**src/rtl/hls_cfg_pkg.sv**
```systemverilog
// Shared definitions for the HLS accelerator configuration master: register map,
// control-register bit positions, AXI response codes and the sequencer state encoding.
package hls_cfg_pkg;

    typedef enum logic [7:0] {
        ADDR_AP_CTRL = 8'h00,
        ADDR_GIE     = 8'h04,
        ADDR_IER     = 8'h08,
        ADDR_ISR     = 8'h0C
    } reg_addr_e;

    typedef enum int {
        AP_START = 0,
        AP_DONE  = 1,
        AP_IDLE  = 2
    } ap_bit_e;

    typedef enum logic [1:0] {
        RESP_OKAY   = 2'b00,
        RESP_EXOKAY = 2'b01,
        RESP_SLVERR = 2'b10,
        RESP_DECERR = 2'b11
    } axi_resp_e;

    typedef enum logic [2:0] {
        ST_IDLE,
        ST_WR,
        ST_WR_RESP,
        ST_RD_ADDR,
        ST_RD_DATA,
        ST_WAIT_IRQ,
        ST_FIN
    } state_e;

    // Anything other than OKAY is treated as a failed transfer.
    function automatic logic resp_is_err(input logic [1:0] resp);
        return resp != RESP_OKAY;
    endfunction

endpackage

```
**src/rtl/hls_config_master_xfer.sv**
```systemverilog
// axil_single_xfer: performs exactly one AXI4-Lite read or write per req pulse.
// VALIDs are registered and only ever cleared by their own handshake.
module axil_single_xfer #(
    parameter int ADDR_WIDTH = 5,
    parameter int DATA_WIDTH = 32
) (
    input  logic                      clk,
    input  logic                      rst,
    input  logic                      req,
    input  logic                      we,
    input  logic [ADDR_WIDTH-1:0]     addr,
    input  logic [DATA_WIDTH-1:0]     wdata,
    output logic                      addr_done,
    output logic                      ack,
    output logic [DATA_WIDTH-1:0]     rdata,
    output logic [1:0]                resp,
    output logic                      axi_awvalid,
    input  logic                      axi_awready,
    output logic [ADDR_WIDTH-1:0]     axi_awaddr,
    output logic                      axi_wvalid,
    input  logic                      axi_wready,
    output logic [DATA_WIDTH-1:0]     axi_wdata,
    output logic [DATA_WIDTH/8-1:0]   axi_wstrb,
    input  logic                      axi_bvalid,
    output logic                      axi_bready,
    input  logic [1:0]                axi_bresp,
    output logic                      axi_arvalid,
    input  logic                      axi_arready,
    output logic [ADDR_WIDTH-1:0]     axi_araddr,
    input  logic                      axi_rvalid,
    output logic                      axi_rready,
    input  logic [DATA_WIDTH-1:0]     axi_rdata,
    input  logic [1:0]                axi_rresp
);

    logic                  aw_vld_q, aw_vld_d;
    logic                  w_vld_q, w_vld_d;
    logic                  ar_vld_q, ar_vld_d;
    logic                  bready_q, bready_d;
    logic                  rready_q, rready_d;
    logic [ADDR_WIDTH-1:0] awaddr_q, awaddr_d;
    logic [ADDR_WIDTH-1:0] araddr_q, araddr_d;
    logic [DATA_WIDTH-1:0] wdata_q, wdata_d;

    always_comb begin
        aw_vld_d  = aw_vld_q;
        w_vld_d   = w_vld_q;
        ar_vld_d  = ar_vld_q;
        bready_d  = bready_q;
        rready_d  = rready_q;
        awaddr_d  = awaddr_q;
        araddr_d  = araddr_q;
        wdata_d   = wdata_q;
        addr_done = 1'b0;

        if (aw_vld_q && axi_awready) aw_vld_d = 1'b0;
        if (w_vld_q && axi_wready)   w_vld_d  = 1'b0;
        // AW and W may complete in either order; the response phase opens once both have.
        if ((aw_vld_q || w_vld_q) && !aw_vld_d && !w_vld_d) begin
            bready_d  = 1'b1;
            addr_done = 1'b1;
        end
        if (ar_vld_q && axi_arready) begin
            ar_vld_d  = 1'b0;
            rready_d  = 1'b1;
            addr_done = 1'b1;
        end
        if (bready_q && axi_bvalid) bready_d = 1'b0;
        if (rready_q && axi_rvalid) rready_d = 1'b0;

        if (req) begin
            if (we) begin
                aw_vld_d = 1'b1;
                w_vld_d  = 1'b1;
                awaddr_d = addr;
                wdata_d  = wdata;
            end else begin
                ar_vld_d = 1'b1;
                araddr_d = addr;
            end
        end
    end

    always_ff @(posedge clk or posedge rst) begin
        if (rst) begin
            aw_vld_q <= 1'b0;
            w_vld_q  <= 1'b0;
            ar_vld_q <= 1'b0;
            bready_q <= 1'b0;
            rready_q <= 1'b0;
            awaddr_q <= '0;
            araddr_q <= '0;
            wdata_q  <= '0;
        end else begin
            aw_vld_q <= aw_vld_d;
            w_vld_q  <= w_vld_d;
            ar_vld_q <= ar_vld_d;
            bready_q <= bready_d;
            rready_q <= rready_d;
            awaddr_q <= awaddr_d;
            araddr_q <= araddr_d;
            wdata_q  <= wdata_d;
        end
    end

    assign ack   = (bready_q && axi_bvalid) || (rready_q && axi_rvalid);
    assign rdata = axi_rdata;
    assign resp  = rready_q ? axi_rresp : axi_bresp;

    assign axi_awvalid = aw_vld_q;
    assign axi_awaddr  = awaddr_q;
    assign axi_wvalid  = w_vld_q;
    assign axi_wdata   = wdata_q;
    assign axi_wstrb   = {(DATA_WIDTH/8){w_vld_q}};
    assign axi_bready  = bready_q;
    assign axi_arvalid = ar_vld_q;
    assign axi_araddr  = araddr_q;
    assign axi_rready  = rready_q;

endmodule

```
**src/rtl/hls_config_master.sv**
```systemverilog
// Starts one hls_target invocation per cmd_start (ap_start write), then polls ap_done.
// Define HLS_CFG_IRQ_EN to enable GIE/IER setup and interrupt-driven completion instead.
module hls_config_master
    import hls_cfg_pkg::*;
#(
    parameter int ADDR_WIDTH = 5,
    parameter int DATA_WIDTH = 32,
    parameter int POLL_LIMIT = 255
) (
    input  logic                    clk,
    input  logic                    rst,
    input  logic                    cmd_start,
    output logic                    busy,
    output logic                    done,
    output logic                    error,
    output logic [DATA_WIDTH-1:0]   status,
    output logic [15:0]             poll_count,
    input  logic                    interrupt,
    output logic                    m_axi_config_AWVALID,
    input  logic                    m_axi_config_AWREADY,
    output logic [ADDR_WIDTH-1:0]   m_axi_config_AWADDR,
    output logic                    m_axi_config_WVALID,
    input  logic                    m_axi_config_WREADY,
    output logic [DATA_WIDTH-1:0]   m_axi_config_WDATA,
    output logic [DATA_WIDTH/8-1:0] m_axi_config_WSTRB,
    input  logic                    m_axi_config_BVALID,
    output logic                    m_axi_config_BREADY,
    input  logic [1:0]              m_axi_config_BRESP,
    output logic                    m_axi_config_ARVALID,
    input  logic                    m_axi_config_ARREADY,
    output logic [ADDR_WIDTH-1:0]   m_axi_config_ARADDR,
    input  logic                    m_axi_config_RVALID,
    output logic                    m_axi_config_RREADY,
    input  logic [DATA_WIDTH-1:0]   m_axi_config_RDATA,
    input  logic [1:0]              m_axi_config_RRESP
);

    localparam logic [ADDR_WIDTH-1:0] A_CTRL     = ADDR_WIDTH'(ADDR_AP_CTRL);
    localparam logic [DATA_WIDTH-1:0] START_WORD = DATA_WIDTH'(1) << AP_START;

    function automatic logic [15:0] sat_inc(input logic [15:0] v);
        return (v == 16'hFFFF) ? v : v + 16'd1;
    endfunction

    state_e                state_q, state_d;
    logic                  error_q, error_d;
    logic [DATA_WIDTH-1:0] status_q, status_d;
    logic [15:0]           poll_q, poll_d;

    logic                  req, req_we;
    logic [ADDR_WIDTH-1:0] req_addr;
    logic [DATA_WIDTH-1:0] req_wdata;
    logic                  addr_done, ack;
    logic [DATA_WIDTH-1:0] xfer_rdata;
    logic [1:0]            xfer_resp;

`ifdef HLS_CFG_IRQ_EN
    localparam logic [ADDR_WIDTH-1:0] A_GIE    = ADDR_WIDTH'(ADDR_GIE);
    localparam logic [ADDR_WIDTH-1:0] A_IER    = ADDR_WIDTH'(ADDR_IER);
    localparam logic [ADDR_WIDTH-1:0] A_ISR    = ADDR_WIDTH'(ADDR_ISR);
    localparam logic [DATA_WIDTH-1:0] ONE_WORD = DATA_WIDTH'(1);
    localparam logic [1:0] SEL_GIE = 2'd0, SEL_IER = 2'd1, SEL_START = 2'd2, SEL_ISR = 2'd3;
    // Which write is outstanding, so WR_RESP knows what comes next.
    logic [1:0] wr_sel_q, wr_sel_d;
`else
    logic unused_interrupt;
    assign unused_interrupt = interrupt;
`endif

    always_comb begin
        state_d   = state_q;
        error_d   = error_q;
        status_d  = status_q;
        poll_d    = poll_q;
        req       = 1'b0;
        req_we    = 1'b0;
        req_addr  = A_CTRL;
        req_wdata = '0;
`ifdef HLS_CFG_IRQ_EN
        wr_sel_d  = wr_sel_q;
`endif
        case (state_q)
            ST_IDLE: begin
                if (cmd_start) begin
                    error_d = 1'b0;
                    poll_d  = '0;
                    req     = 1'b1;
                    req_we  = 1'b1;
                    state_d = ST_WR;
`ifdef HLS_CFG_IRQ_EN
                    req_addr  = A_GIE;
                    req_wdata = ONE_WORD;
                    wr_sel_d  = SEL_GIE;
`else
                    req_wdata = START_WORD;
`endif
                end
            end
            ST_WR: if (addr_done) state_d = ST_WR_RESP;
            ST_WR_RESP: begin
                if (ack) begin
                    if (resp_is_err(xfer_resp)) begin
                        error_d = 1'b1;
                        state_d = ST_FIN;
                    end else begin
`ifdef HLS_CFG_IRQ_EN
                        case (wr_sel_q)
                            SEL_GIE: begin
                                req = 1'b1; req_we = 1'b1; req_addr = A_IER;
                                req_wdata = ONE_WORD; wr_sel_d = SEL_IER; state_d = ST_WR;
                            end
                            SEL_IER: begin
                                req = 1'b1; req_we = 1'b1; req_addr = A_CTRL;
                                req_wdata = START_WORD; wr_sel_d = SEL_START; state_d = ST_WR;
                            end
                            SEL_START: state_d = ST_WAIT_IRQ;
                            default:   state_d = ST_FIN;
                        endcase
`else
                        req     = 1'b1;
                        poll_d  = sat_inc(poll_q);
                        state_d = ST_RD_ADDR;
`endif
                    end
                end
            end
`ifdef HLS_CFG_IRQ_EN
            ST_WAIT_IRQ: begin
                if (interrupt) begin
                    req     = 1'b1;
                    poll_d  = sat_inc(poll_q);
                    state_d = ST_RD_ADDR;
                end
            end
`endif
            ST_RD_ADDR: if (addr_done) state_d = ST_RD_DATA;
            ST_RD_DATA: begin
                if (ack) begin
                    status_d = xfer_rdata;
                    if (resp_is_err(xfer_resp)) begin
                        error_d = 1'b1;
                        state_d = ST_FIN;
                    end else begin
`ifdef HLS_CFG_IRQ_EN
                        req = 1'b1; req_we = 1'b1; req_addr = A_ISR;
                        req_wdata = ONE_WORD; wr_sel_d = SEL_ISR; state_d = ST_WR;
`else
                        if (xfer_rdata[AP_DONE]) begin
                            state_d = ST_FIN;
                        end else if (poll_q == 16'(POLL_LIMIT)) begin
                            error_d = 1'b1;
                            state_d = ST_FIN;
                        end else begin
                            req     = 1'b1;
                            poll_d  = sat_inc(poll_q);
                            state_d = ST_RD_ADDR;
                        end
`endif
                    end
                end
            end
            ST_FIN:  state_d = ST_IDLE;
            default: state_d = ST_IDLE;
        endcase
    end

    always_ff @(posedge clk or posedge rst) begin
        if (rst) begin
            state_q  <= ST_IDLE;
            error_q  <= 1'b0;
            status_q <= '0;
            poll_q   <= '0;
        end else begin
            state_q  <= state_d;
            error_q  <= error_d;
            status_q <= status_d;
            poll_q   <= poll_d;
        end
    end

`ifdef HLS_CFG_IRQ_EN
    always_ff @(posedge clk or posedge rst) begin
        if (rst) wr_sel_q <= SEL_GIE;
        else     wr_sel_q <= wr_sel_d;
    end
`endif

    axil_single_xfer #(
        .ADDR_WIDTH(ADDR_WIDTH),
        .DATA_WIDTH(DATA_WIDTH)
    ) u_xfer (
        .clk         (clk),
        .rst         (rst),
        .req         (req),
        .we          (req_we),
        .addr        (req_addr),
        .wdata       (req_wdata),
        .addr_done   (addr_done),
        .ack         (ack),
        .rdata       (xfer_rdata),
        .resp        (xfer_resp),
        .axi_awvalid (m_axi_config_AWVALID),
        .axi_awready (m_axi_config_AWREADY),
        .axi_awaddr  (m_axi_config_AWADDR),
        .axi_wvalid  (m_axi_config_WVALID),
        .axi_wready  (m_axi_config_WREADY),
        .axi_wdata   (m_axi_config_WDATA),
        .axi_wstrb   (m_axi_config_WSTRB),
        .axi_bvalid  (m_axi_config_BVALID),
        .axi_bready  (m_axi_config_BREADY),
        .axi_bresp   (m_axi_config_BRESP),
        .axi_arvalid (m_axi_config_ARVALID),
        .axi_arready (m_axi_config_ARREADY),
        .axi_araddr  (m_axi_config_ARADDR),
        .axi_rvalid  (m_axi_config_RVALID),
        .axi_rready  (m_axi_config_RREADY),
        .axi_rdata   (m_axi_config_RDATA),
        .axi_rresp   (m_axi_config_RRESP)
    );

    assign busy       = (state_q != ST_IDLE);
    assign done       = (state_q == ST_FIN);
    assign error      = error_q;
    assign status     = status_q;
    assign poll_count = poll_q;

endmodule
```
**config.mk**
```make
export PLATFORM = sky130hd
export DESIGN_NAME = hls_config_master
export DESIGN_NICKNAME = d
export VERILOG_FILES = /design/src/rtl/hls_cfg_pkg.sv /design/src/rtl/hls_config_master_xfer.sv /design/src/rtl/hls_config_master.sv
export SDC_FILE = /design/constraint.sdc
export NUM_CORES = 1
export LEC_CHECK = 0
export ABC_CLOCK_PERIOD_IN_PS = 2520
export BUFFER_PORTS_ARGS = -buffer_cell sky130_fd_sc_hd__buf_2
export CORE_ASPECT_RATIO = 0.6
export CORE_MARGIN = 4
export CORE_UTILIZATION = 25
export CTS_CLUSTER_DIAMETER = 30
export DETAILED_ROUTE_END_ITERATION = 12
export HOLD_SLACK_MARGIN = 0.06
export PLACE_DENSITY = 0.56
export SETUP_SLACK_MARGIN = 0.05
export SLEW_MARGIN = 40
export SYNTH_ARGS = -nofsm -noshare
export SYNTH_HDL_FRONTEND = slang
export SYNTH_SLANG_ARGS = --single-unit
```
**constraint.sdc**
```tcl
create_clock -name clk -period 2.52 [get_ports clk]
set_clock_uncertainty 0.05 [all_clocks]
set_input_delay 0.252 -clock clk [delete_from_list [all_inputs] [get_ports clk]]
set_output_delay 0.252 -clock clk [all_outputs]
set_load 0.01 [all_outputs]
```
==> run summary <==
SETUP PATH
------------------------------------------------------------------------------
Crit Path Max Fanout                                                        30
Worst endpoint data arrival time                                       2.47 ns
Data required time of the worst path                                   2.72 ns
Path depth of the worst reg2reg path                                         7
Critical R2R Launch                                               poll_count[0]
Endpoint type of the worst setup path                                flip-flop
Type of the setup path with the least slack                       flip-flop to flip-flop
Critical Path Start Type                                             flip-flop
Endpoint of the most critical register-to-register path           poll_count[13]
Register-to-register setup slack                                       0.25 ns

SYNTHESIS
------------------------------------------------------------------------------
Syn Std Cell Area                                                   3087 sq um
Number of enable-type register cells in the synthesized netlist              0
Flip-flop and latch count after synthesis                                   58
Instance count of the mapped netlist                                       282
Register area share after synthesis                                     0.4702
Primary flip-flop cell chosen by synthesis mapping                sky130_fd_sc_hd__dfrtp_1
Cell type with the highest aggregate area in the netlist          sky130_fd_sc_hd__dfrtp_1
Leading post-synthesis cells by cell area                         sky130_fd_sc_hd__dfrtp_1 (47%), sky130_fd_sc_hd__mux2_1 (12%), sky130_fd_sc_hd__buf_4 (11%), sky130_fd_sc_hd__o31ai_1 (3.4%), sky130_fd_sc_hd__or4_1 (2.9%)
Ys async rst share                                                       1.000
Count of distinct cell types in the synthesized netlist                     46
Mean area per synthesized cell                                     10.95 sq um
Total of warnings raised by yosys                                            0
Synth top area share                                                    0.4702

PLACED DESIGN
------------------------------------------------------------------------------
Detailed placement HPWL                                                5901 um
Area post-placement                                                 3632 sq um
Buffers on Ports                                                           104
Routability-driven placement congestion ratio                           0.7211
Placed cells                                                               540

GLOBAL ROUTING
------------------------------------------------------------------------------
Number of global-route vias before repair                                2,222
Wire length of the first global-routing pass                         11,800 um
Maximum number of pins on one net before global-route repair                32
Global-route total usage across every layer                             0.1076
Antenna violations before repair                                             0
Global route total overflow                                                  0

CLOCK NETWORK
------------------------------------------------------------------------------
Maximum buffer depth of the clock tree                                       2
CTS sink count                                                              58
Clock tree root driver cell                                       sky130_fd_sc_hd__clkbuf_16
Clock tree from TritonCTS                                                 done
Worst-Skew Late Latency                                                0.33 ns
Clock-pin slew on the worst setup and hold paths                       0.05 ns
Number of levels in the clock H-tree                                         3
Number of clock buffers inserted by TritonCTS                                9
Number of setup buffers added after CTS                                      0

FINAL LAYOUT
------------------------------------------------------------------------------
Most frequent cells in the layout                                 sky130_fd_sc_hd__buf_2 (104), sky130_fd_sc_hd__dfrtp_1 (58), sky130_fd_sc_hd__conb_1 (41)
Most common library cell in the layout ignoring fill and taps     sky130_fd_sc_hd__buf_2
ANT cells                                                                    0
Fraction of layout instances using a drive strength above 1             0.3384
Number of cells in the finished layout apart from fillers                  558
Nets                                                                       434
Fin util                                                                0.3321
Area added between synthesis and finish                                 29.79%
Final standard cell area without fillers                            4006 sq um

DETAILED ROUTING
------------------------------------------------------------------------------
Post-detailed-route DRC marker count                                         0
Detailed Route WL                                                      7623 um
Post-DRT Antenna Nets                                                        0
Count of TritonRoute iterations in the first routing pass                    4
Average via count per standard cell                                      4.382
Detail-routed net length per standard cell                            13.66 um
Starting DRT DRC Count                                                      70
Vias after detailed routing                                              2,445

TIMING
------------------------------------------------------------------------------
Final period demand of the worst path                                 2.271 ns
Final setup TNS                                                           0 ns
FMAX                                                                 440.3 MHz
Unrepaired setup endpoints after global routing                             no
Share of the clock period used by the worst path after layout           0.9012
Final number of max-transition violations                                    0
Slew headroom                                                           0.6385
Final setup fails                                                            0
Fin. Hold Viols                                                              0
Slew @ Worst Pin                                                     0.5423 ns

FLOW RUN
------------------------------------------------------------------------------
Max-cap violations                                                           0

HOLD PATH
------------------------------------------------------------------------------
Class of the worst hold path                                      primary input to flip-flop
Start point of the worst hold path                                m_axi_config_RDATA[18]
Cell depth of the worst hold path                                            2
Destination of the worst hold path                                  status[18]

FLOORPLANNING
------------------------------------------------------------------------------
Die Outline Area                                                  14,250 sq um
Width of the die                                                      151.5 um
Chip height                                                           94.07 um
Initial standard-cell utilization of the core                           0.2559
Io pins                                                                    147
Core box area                                                     12,060 sq um
Core Rows                                                                   31

PWR
------------------------------------------------------------------------------
Overall power                                                          4521 uW
Total power divided by cell area                                  1128 nW/um^2
Static Leakage                                                     0.001916 uW
Worst IR Drop VDD                                                     414.9 uV

STATUS
------------------------------------------------------------------------------
Run status                                                        complete, no violations

==> how the worst max path moves through the flow <==
stage | startpoint | endpoint | slack, ns | cells after the start
finish | poll_count[0] | poll_count[13] | 0.25 | 7
global route | poll_count[0] | poll_count[3] | 0.11 | 7
CTS | poll_count[0] | poll_count[3] | 0.25 | 7
detailed placement | poll_count[0] | poll_count[13] | 0.28 | 7
global placement | poll_count[0] | poll_count[3] | 0.31 | 7
floorplan | poll_count[0] | poll_count[9] | 0.41 | 7
==> critical path: stages, from the launching register on <==
cell	delay, ns
sky130_fd_sc_hd__dfrtp_1	0.43
sky130_fd_sc_hd__ha_1	0.25
sky130_fd_sc_hd__and3_1	0.24
sky130_fd_sc_hd__and4_1	0.19
sky130_fd_sc_hd__o21a_1	0.19
sky130_fd_sc_hd__buf_12	0.16
sky130_fd_sc_hd__or4_1	0.52
sky130_fd_sc_hd__a21oi_1	0.15
==> layer usage <==
layer	track usage	part of all wire	vias up
li1	-	-	1173
met1	0.1527	0.49	1178
met2	0.1492	0.42	86
met3	0.04098	0.082	8
met4	0.03394	0.0087	0
met5	0	0	-
==> synthesized netlist by cell type (4+ instances only) <==
cell type / count
sky130_fd_sc_hd__nand3_1: 9
sky130_fd_sc_hd__nor2_1: 6
sky130_fd_sc_hd__mux2i_1: 4
sky130_fd_sc_hd__inv_1: 6
sky130_fd_sc_hd__a21oi_1: 16
sky130_fd_sc_hd__mux2_1: 32
sky130_fd_sc_hd__nand2b_1: 8
sky130_fd_sc_hd__dfrtp_1: 58
sky130_fd_sc_hd__o31ai_1: 14
sky130_fd_sc_hd__buf_4: 45
sky130_fd_sc_hd__buf_2: 9
sky130_fd_sc_hd__or4_1: 12
sky130_fd_sc_hd__and4_1: 4
sky130_fd_sc_hd__nand2_1: 11
sky130_fd_sc_hd__nand4_1: 4
==> power breakdown <==
group | total (uW) | internal, uW | switching [uW]
clock | 1440 | 1020 | 417
sequential | 1500 | 1270 | 230
combinational | 1590 | 684 | 902
==> sequential cells by signal (all words and copies together), names as in the netlist <==
register,flops
u_xfer.axi_bready,1
poll_count,16
u_xfer.axi_awvalid,1
u_xfer.axi_wvalid,1
state_q,3
u_xfer.axi_arvalid,1
status,32
u_xfer.axi_wdata,1
error,1
u_xfer.axi_rready,1
==> cell type report <==
type                       count  area (sq um)
clock inverter                 4         97.59
timing repair buffer         112         610.6
fill                        1238          8056
tap                          165         206.4
sequential                    58          1451
multi-input combinational    200          1358
clock buffer                  12         256.5
inverter                       7         26.28
==> metrics by stage <==
stage	hold WS [ns]	setup WS, ns
6_report	0.08142	0.2490
4_1_cts	0.06505	0.2528
2_1_floorplan	0.2926	0.4102
3_3_place_gp	0.1398	0.3132
5_1_grt	0.08018	0.1059
3_5_place_dp	0.1341	0.2795
==> cells by family after synthesis <==
| group | Yosys count | share of synthesized area |
|---|---|---|
| flops | 58 | 0.4702 |
| other cells | 1 | 0.001215 |
| simple gates | 71 | 0.1403 |
| mux | 36 | 0.1297 |
| buf+inv | 64 | 0.1386 |
| fa+ha+maj | 1 | 0.004053 |
| compound gates | 51 | 0.1159 |
==> repair_timing <==
action,in CTS,in global routing
resized for setup,0,0
setup endpoints to repair,0,0
hold endpoints to repair,10,0
hold buffers,2,0
Power figures use the tool's default switching activity.
